## src/rtl/dmem_store_buffer_if.sv

```systemverilog
`default_nettype none
// ============================================================================
// dmem_store_buffer_if : memory-side request/ack bus of the data store buffer
// Revision 1.0
// ============================================================================
interface dmem_store_buffer_if #(
  parameter int AW = 32,
  parameter int DW = 32
) ();
  logic          m_req;
  logic          m_we;
  logic [AW-1:0] m_addr;
  logic [DW-1:0] m_wdata;
  logic [DW-1:0] m_rdata;
  logic          m_ack;

  modport master (output m_req, m_we, m_addr, m_wdata, input m_rdata, m_ack);
  modport slave  (input m_req, m_we, m_addr, m_wdata, output m_rdata, m_ack);
endinterface
`default_nettype wire

```

## src/rtl/dmem_store_buffer.sv

```systemverilog
`default_nettype none
// ============================================================================
// dmem_store_buffer : posted-write FIFO between core data port and data memory,
//   with store-to-load forwarding when STBUF_FWD_EN is defined.
// Revision 1.0
// ============================================================================
module dmem_store_buffer #(
  parameter int DEPTH = 4,
  parameter int AW    = 32,
  parameter int DW    = 32
) (
  input  logic                clk,
  input  logic                reset,
  input  logic                mem_we,
  input  logic                mem_re,
  input  logic [AW-1:0]       addr,
  input  logic [DW-1:0]       wdata,
  output logic [DW-1:0]       rdata,
  output logic                stall,
  dmem_store_buffer_if.master mem
);

  localparam int PW = $clog2(DEPTH);
  localparam int CW = PW + 1;
  localparam int WW = AW - 2;

`ifdef STBUF_FWD_EN
  localparam bit FWD = 1'b1;
`else
  localparam bit FWD = 1'b0;
`endif

  typedef enum logic [1:0] {
    IDLE  = 2'd0,
    WRITE = 2'd1,
    READ  = 2'd2
  } state_t;

  logic [WW-1:0] tag_q  [DEPTH];
  logic [DW-1:0] data_q [DEPTH];
  logic [PW-1:0] wr_ptr, rd_ptr, head_next;
  logic [CW-1:0] count;

  state_t        state, state_nxt;
  logic          req, req_nxt;
  logic          we_q, we_nxt;
  logic [AW-1:0] maddr, maddr_nxt;
  logic [DW-1:0] mwdata, mwdata_nxt;

  logic          full, push, pop, ack, load_req, load_miss, read_done;
  logic          hit;
  logic [DW-1:0] hit_data;
  logic          unused_addr_bits;

  assign unused_addr_bits = ^addr[1:0];

  assign full      = (count == CW'(DEPTH));
  assign push      = mem_we & ~full;
  assign load_req  = mem_re & ~mem_we;
  assign ack       = req & mem.m_ack;
  assign pop       = (state == WRITE) & ack;
  assign read_done = (state == READ) & ack;
  assign load_miss = load_req & ~hit;
  assign head_next = rd_ptr + PW'(1);

`ifdef STBUF_FWD_EN
  logic [PW-1:0] fwd_idx;

  // Scan oldest to youngest so the last match (youngest store) wins.
  always_comb begin
    hit      = 1'b0;
    hit_data = '0;
    fwd_idx  = '0;
    for (int i = 0; i < DEPTH; i++) begin
      fwd_idx = rd_ptr + PW'(i);
      if ((CW'(i) < count) && (tag_q[fwd_idx] == addr[AW-1:2])) begin
        hit      = 1'b1;
        hit_data = data_q[fwd_idx];
      end
    end
  end
`else
  assign hit      = 1'b0;
  assign hit_data = '0;
`endif

  always_comb begin
    stall = 1'b0;
    rdata = '0;
    if (reset) begin
      stall = (mem_we & full) | (load_miss & ~read_done);
      if (load_req & hit)
        rdata = hit_data;
      else if (load_req & read_done)
        rdata = mem.m_rdata;
    end
  end

  always_comb begin
    state_nxt  = state;
    req_nxt    = req;
    we_nxt     = we_q;
    maddr_nxt  = maddr;
    mwdata_nxt = mwdata;
    case (state)
      IDLE: begin
        if (FWD && load_miss) begin
          state_nxt  = READ;
          req_nxt    = 1'b1;
          we_nxt     = 1'b0;
          maddr_nxt  = {2'b00, addr[AW-1:2]};
          mwdata_nxt = '0;
        end else if (count != '0) begin
          state_nxt  = WRITE;
          req_nxt    = 1'b1;
          we_nxt     = 1'b1;
          maddr_nxt  = {2'b00, tag_q[rd_ptr]};
          mwdata_nxt = data_q[rd_ptr];
        end else if (load_miss) begin
          state_nxt  = READ;
          req_nxt    = 1'b1;
          we_nxt     = 1'b0;
          maddr_nxt  = {2'b00, addr[AW-1:2]};
          mwdata_nxt = '0;
        end
      end
      WRITE: begin
        // Without forwarding the FIFO drains fully before a read goes out.
        if (ack) begin
          if (FWD && load_miss) begin
            state_nxt  = READ;
            req_nxt    = 1'b1;
            we_nxt     = 1'b0;
            maddr_nxt  = {2'b00, addr[AW-1:2]};
            mwdata_nxt = '0;
          end else if (count > CW'(1)) begin
            state_nxt  = WRITE;
            req_nxt    = 1'b1;
            we_nxt     = 1'b1;
            maddr_nxt  = {2'b00, tag_q[head_next]};
            mwdata_nxt = data_q[head_next];
          end else if (!FWD && load_miss) begin
            state_nxt  = READ;
            req_nxt    = 1'b1;
            we_nxt     = 1'b0;
            maddr_nxt  = {2'b00, addr[AW-1:2]};
            mwdata_nxt = '0;
          end else begin
            state_nxt = IDLE;
            req_nxt   = 1'b0;
            we_nxt    = 1'b0;
          end
        end
      end
      READ: begin
        if (ack) begin
          state_nxt = IDLE;
          req_nxt   = 1'b0;
          we_nxt    = 1'b0;
        end
      end
      default: begin
        state_nxt = IDLE;
        req_nxt   = 1'b0;
        we_nxt    = 1'b0;
      end
    endcase
  end

  always_ff @(posedge clk or negedge reset) begin
    if (!reset) begin
      state  <= IDLE;
      req    <= 1'b0;
      we_q   <= 1'b0;
      maddr  <= '0;
      mwdata <= '0;
      wr_ptr <= '0;
      rd_ptr <= '0;
      count  <= '0;
    end else begin
      state  <= state_nxt;
      req    <= req_nxt;
      we_q   <= we_nxt;
      maddr  <= maddr_nxt;
      mwdata <= mwdata_nxt;
      if (push)
        wr_ptr <= wr_ptr + PW'(1);
      if (pop)
        rd_ptr <= head_next;
      count <= count + CW'(push) - CW'(pop);
    end
  end

  always_ff @(posedge clk) begin
    if (push) begin
      tag_q[wr_ptr]  <= addr[AW-1:2];
      data_q[wr_ptr] <= wdata;
    end
  end

  assign mem.m_req   = req;
  assign mem.m_we    = we_q;
  assign mem.m_addr  = maddr;
  assign mem.m_wdata = mwdata;

endmodule
`default_nettype wire

```

## src/flat_wrapper.sv

```systemverilog
// flat-port wrapper written by rule: the top's interface ports become plain ports
module dmem_store_buffer_flat 
#(
  parameter int DEPTH = 4,
  parameter int AW    = 32,
  parameter int DW    = 32
)
  (clk, reset, mem_we, mem_re, addr, wdata, rdata, stall, mem_m_req, mem_m_we, mem_m_addr, mem_m_wdata, mem_m_rdata, mem_m_ack);
  dmem_store_buffer_if #(.AW(AW), .DW(DW)) mem_i ();
  input  logic clk;
  input  logic reset;
  input  logic mem_we;
  input  logic mem_re;
  input  logic [AW-1:0] addr;
  input  logic [DW-1:0] wdata;
  output logic [DW-1:0] rdata;
  output logic stall;
  output wire logic [$bits(mem_i.m_req)-1:0] mem_m_req;
  output wire logic [$bits(mem_i.m_we)-1:0] mem_m_we;
  output wire logic [$bits(mem_i.m_addr)-1:0] mem_m_addr;
  output wire logic [$bits(mem_i.m_wdata)-1:0] mem_m_wdata;
  input wire logic [$bits(mem_i.m_rdata)-1:0] mem_m_rdata;
  input wire logic [$bits(mem_i.m_ack)-1:0] mem_m_ack;
  assign mem_m_req = mem_i.m_req;
  assign mem_m_we = mem_i.m_we;
  assign mem_m_addr = mem_i.m_addr;
  assign mem_m_wdata = mem_i.m_wdata;
  assign mem_i.m_rdata = mem_m_rdata;
  assign mem_i.m_ack = mem_m_ack;
  dmem_store_buffer #(.DEPTH(DEPTH), .AW(AW), .DW(DW)) u_core (.clk(clk), .reset(reset), .mem_we(mem_we), .mem_re(mem_re), .addr(addr), .wdata(wdata), .rdata(rdata), .stall(stall), .mem(mem_i));
endmodule
```

## config.mk

```make
export PLATFORM = sky130hd
export DESIGN_NAME = dmem_store_buffer_flat
export DESIGN_NICKNAME = d
export VERILOG_FILES = /design/src/rtl/dmem_store_buffer_if.sv /design/src/rtl/dmem_store_buffer.sv /design/src/flat_wrapper.sv
export SDC_FILE = /design/constraint.sdc
export NUM_CORES = 1
export LEC_CHECK = 0
export BUFFER_PORTS_ARGS = -buffer_cell sky130_fd_sc_hd__clkbuf_2
export CAP_MARGIN = 20
export CELL_PAD_IN_SITES_DETAIL_PLACEMENT = 0
export CELL_PAD_IN_SITES_GLOBAL_PLACEMENT = 1
export CORE_MARGIN = 8
export CORE_UTILIZATION = 52
export DETAILED_ROUTE_END_ITERATION = 6
export GPL_ROUTABILITY_DRIVEN = 0
export PLACE_DENSITY_LB_ADDON = 0.1
export SETUP_SLACK_MARGIN = 0.1
export SLEW_MARGIN = 40
export SYNTH_ARGS = -nofsm -noshare
export SYNTH_HDL_FRONTEND = slang
export SYNTH_SLANG_ARGS = --single-unit
```

## constraint.sdc

```tcl
create_clock -name clk -period 6.95 [get_ports clk]
set_input_delay 0.3475 -clock clk [delete_from_list [all_inputs] [get_ports clk]]
set_output_delay 0.3475 -clock clk [all_outputs]
set_load 0.03 [all_outputs]
```

==> results.json <==
{
  "cts_buffer_depth": 3,
  "antenna_found_initial": 5,
  "ys.flop_type": "edfxtp_1",
  "ctsResizeCount": 0,
  "p_per_area_nw_per_um2": 482,
  "setup_viol_count_final": 0,
  "arrival_ns": 3.30,
  "seqPwrFrac_pct": 34.9,
  "die_w_microns": 187,
  "grt_start_max_net_pins": 65,
  "total_power_mw": 8.70,
  "first_global_vias": 10596,
  "drt_iter0_markers": 601,
  "report.final.slew_viol_count": 0,
  "core_region_area_sq_um": 28800,
  "synth.most_common_cell": "edfxtp_1",
  "worstMarginPinSlew_ns": 0.825,
  "slew_headroom_pct": 45.0,
  "drt_pass1_iterations": 5,
  "synth-edff-count": 248,
  "status": "finished, final reports clean",
  "syn_area_sq_um": 15300,
  "wl_per_cell_microns": 23.7,
  "yosys-top-cells-area": "edfxtp_1 (49%), mux4_2 (18%), dfrtp_1 (12%)",
  "cp-end-kind": "flip-flop",
  "dp_hpwl_microns": 23100,
  "ys_async_sr_fraction_pct": 23.0,
  "postLayoutCoreUtil_pct": 62.7,
  "synth_seq_cells": 322,
  "yosysUniqueCellTypes": 42,
  "synthTopCellsByCount": "edfxtp_1 (248), mux4_2 (124), nand2_1 (98), dfrtp_1 (74), and2_1 (68)",
  "die_h_microns": 187,
  "grt_pass1_wl_microns": 59100,
  "clockRootBuffer": "clkbuf_16",
  "skew_ns": 0.0176,
  "rows": 62,
  "via_count": 9877,
  "cts_tree": "built",
  "worstPathCellList": "inv_1 > ha_1 > a21bo_1 > buf_4 > and2_4 > o21ai_4 > buf_6 > buf_8 > a221o_1",
  "final.setup.tns_ns": 0,
  "grt_setup_unrepaired": "no",
  "overflow": 0,
  "nFillCells": 2146,
  "clkLatencyLatePin_ns": 0.52,
  "grt_usage_pct": 21.2,
  "syn_to_final_growth_pct": 18.2,
  "ys_warn_count": 0,
  "power.switching_mw": 3.26,
  "cp.required_ns": 7.34,
  "p_comb_share_pct": 43.1,
  "final_nets": 1288,
  "fin_crit_sh_pct": 41.9,
  "io-pin-count": 200,
  "remaining_drc_errors": 0,
  "synth_top_area_share_pct": 48.8,
  "drive_above_1_share_pct": 35.1,
  "postRouteAntennaNets": 0,
  "critPathLaunchType": "flip-flop",
  "hp-start": "wdata[5]",
  "ir_drop_mv": 0.369,
  "placed_area_sq_um": 16800,
  "crit_type": "reg2reg",
  "clkPwrFrac_pct": 22.0,
  "p_leak_nw": 6.62,
  "internal-power_mw": 5.44,
  "port_buffers": 197,
  "clkSinkCount": 322,
  "worst_path_max_delay_cell": "dfrtp_1",
  "hold_class": "in2reg",
  "max_freq_mhz": 343,
  "synth_cells": 1004,
  "syn_area_per_cell_sq_um": 15.2,
  "max_stage_delay_ns": 0.52,
  "initial_utilization_pct": 53.1,
  "viasPerCell": 6.21,
  "critPathLaunch": "u_core.count[1]",
  "cts_made_buffers": 36,
  "path_max_fanout": 33,
  "cts_max_level": 2,
  "dieArea_sq_um": 35100,
  "clk_pin_slew_ns": 0.06,
  "syn_nets": 1114,
  "finalCriticalPeriod_ns": 2.91,
  "fin_area_sq_um": 18000,
  "cap_violations": 0,
  "yosysTopAreaCell": "edfxtp_1",
  "yosysSeqAreaShare_pct": 60.9,
  "finalHoldViolCount": 0,
  "routed_wl_microns": 37700,
  "p_sw_share_pct": 37.5,
  "r2r_start": "u_core.count[1]"
}
-- cell usage in the layout, fill, tap and decap left out, types with 31 or more instances in the layout --
cell	synthesis	layout
dfrtp_1	74	72
nand2_1	98	98
o21ai_0	31	31
mux4_2	124	124
clkbuf_16	0	37
clkbuf_2	0	196
nor2_1	34	32
a31oi_1	32	32
nand3_1	64	64
and2_1	68	64
edfxtp_1	248	248
o22ai_1	33	33
-- worst paths after layout --
check,slack (ns),cells after the start,to
worst max register to register,4.04,9,u_core.mem.m_addr[9]
max in group asynchronous,5.48,3,u_core.rd_ptr[0]
min in group asynchronous,0.30,2,u_core.mem.m_wdata[14]
worst min-delay path,0.05,1,u_core.data_q[1][5]
worst max-delay path,4.04,9,u_core.mem.m_addr[9]
worst min register to register,0.50,1,u_core.mem.m_addr[30]
-- sequential cells by signal, indices dropped and copies added, names as in the netlist --
signal and count:
u_core.mem.m_wdata 32, u_core.rd_ptr 2, u_core.data_q 128, u_core.mem.m_req 1, u_core.wr_ptr 2, u_core.tag_q 120
u_core.state 2, u_core.mem.m_addr 32, u_core.count 3
-- final cells by class --
| type | instances | area, sq um | share of cell area (%) |
|---|---|---|---|
| inverters | 10 | 37.5 | 0.208 |
| repair buffers | 226 | 1440 | 7.96 |
| clock buffers | 42 | 965 | 5.35 |
| multi-input cells | 582 | 5570 | 30.9 |
| well taps | 384 | 480 | 2.66 |
| flip-flops and latches | 322 | 9310 | 51.6 |
| diodes | 2 | 5.00 | 0.0277 |
| clock inverters | 23 | 240 | 1.33 |
-- per-layer routing --
metal	vias up	GRT usage, %	part of all wire [%]
met5	-	0	0.098
met4	6	6.96	2.2
met3	59	4.38	6.2
met2	347	37.7	52
met1	5070	25.4	40
li1	4395	-	-
-- metrics by stage --
stage	cells	setup slack, ns	hold WS [ns]
3_5_place_dp	1522	3.58	0.303
2_1_floorplan	1004	4.12	0.0519
4_1_cts	1588	3.56	0.0288
5_1_grt	1591	3.88	0.0346
6_report	1591	4.04	0.0463
3_3_place_gp	1507	3.67	0.311
-- power groups by stage --
stage	clock [mW]	sequential [mW]	combinational (mW)
detailed placement	0	3.07	3.78
floorplan	0	3.25	2.58
global route	2.02	3.10	4.08
finish	1.92	3.04	3.75
global placement	0	3.10	3.55
CTS	1.95	3.04	3.78
-- worst max-delay path, delay by kind of cell, from the launching register on --
kind	cells	cell delay, ns
buffers and inverters	4	0.87
adder cells (fa/ha/maj)	1	0.20
AO/OA/AOI/OAI	3	0.72
flip-flops	1	0.52
AND/OR/NAND/NOR	1	0.47
-- cells by family (layout without fill, tap and decap cells) --
| kind of cell | after synthesis | in the layout | synth area share [%] |
|---|---|---|---|
| DFF | 322 | 322 | 60.9 |
| and+or+nand+nor | 275 | 275 | 8.63 |
| AOI/OAI and AO/OA | 170 | 170 | 8.17 |
| muxes | 124 | 124 | 18.3 |
| buffers and inverters | 100 | 301 | 3.00 |
| adders and majority gates | 9 | 9 | 0.787 |
| xor gates and xnor gates | 4 | 4 | 0.229 |
| other | 0 | 2 | 0 |
-- repair_timing --
item,CTS,global route
hold endpoints to repair,24,0
hold buffers,1,0
setup buffers,0,0
(Power assumes the default switching activity.)
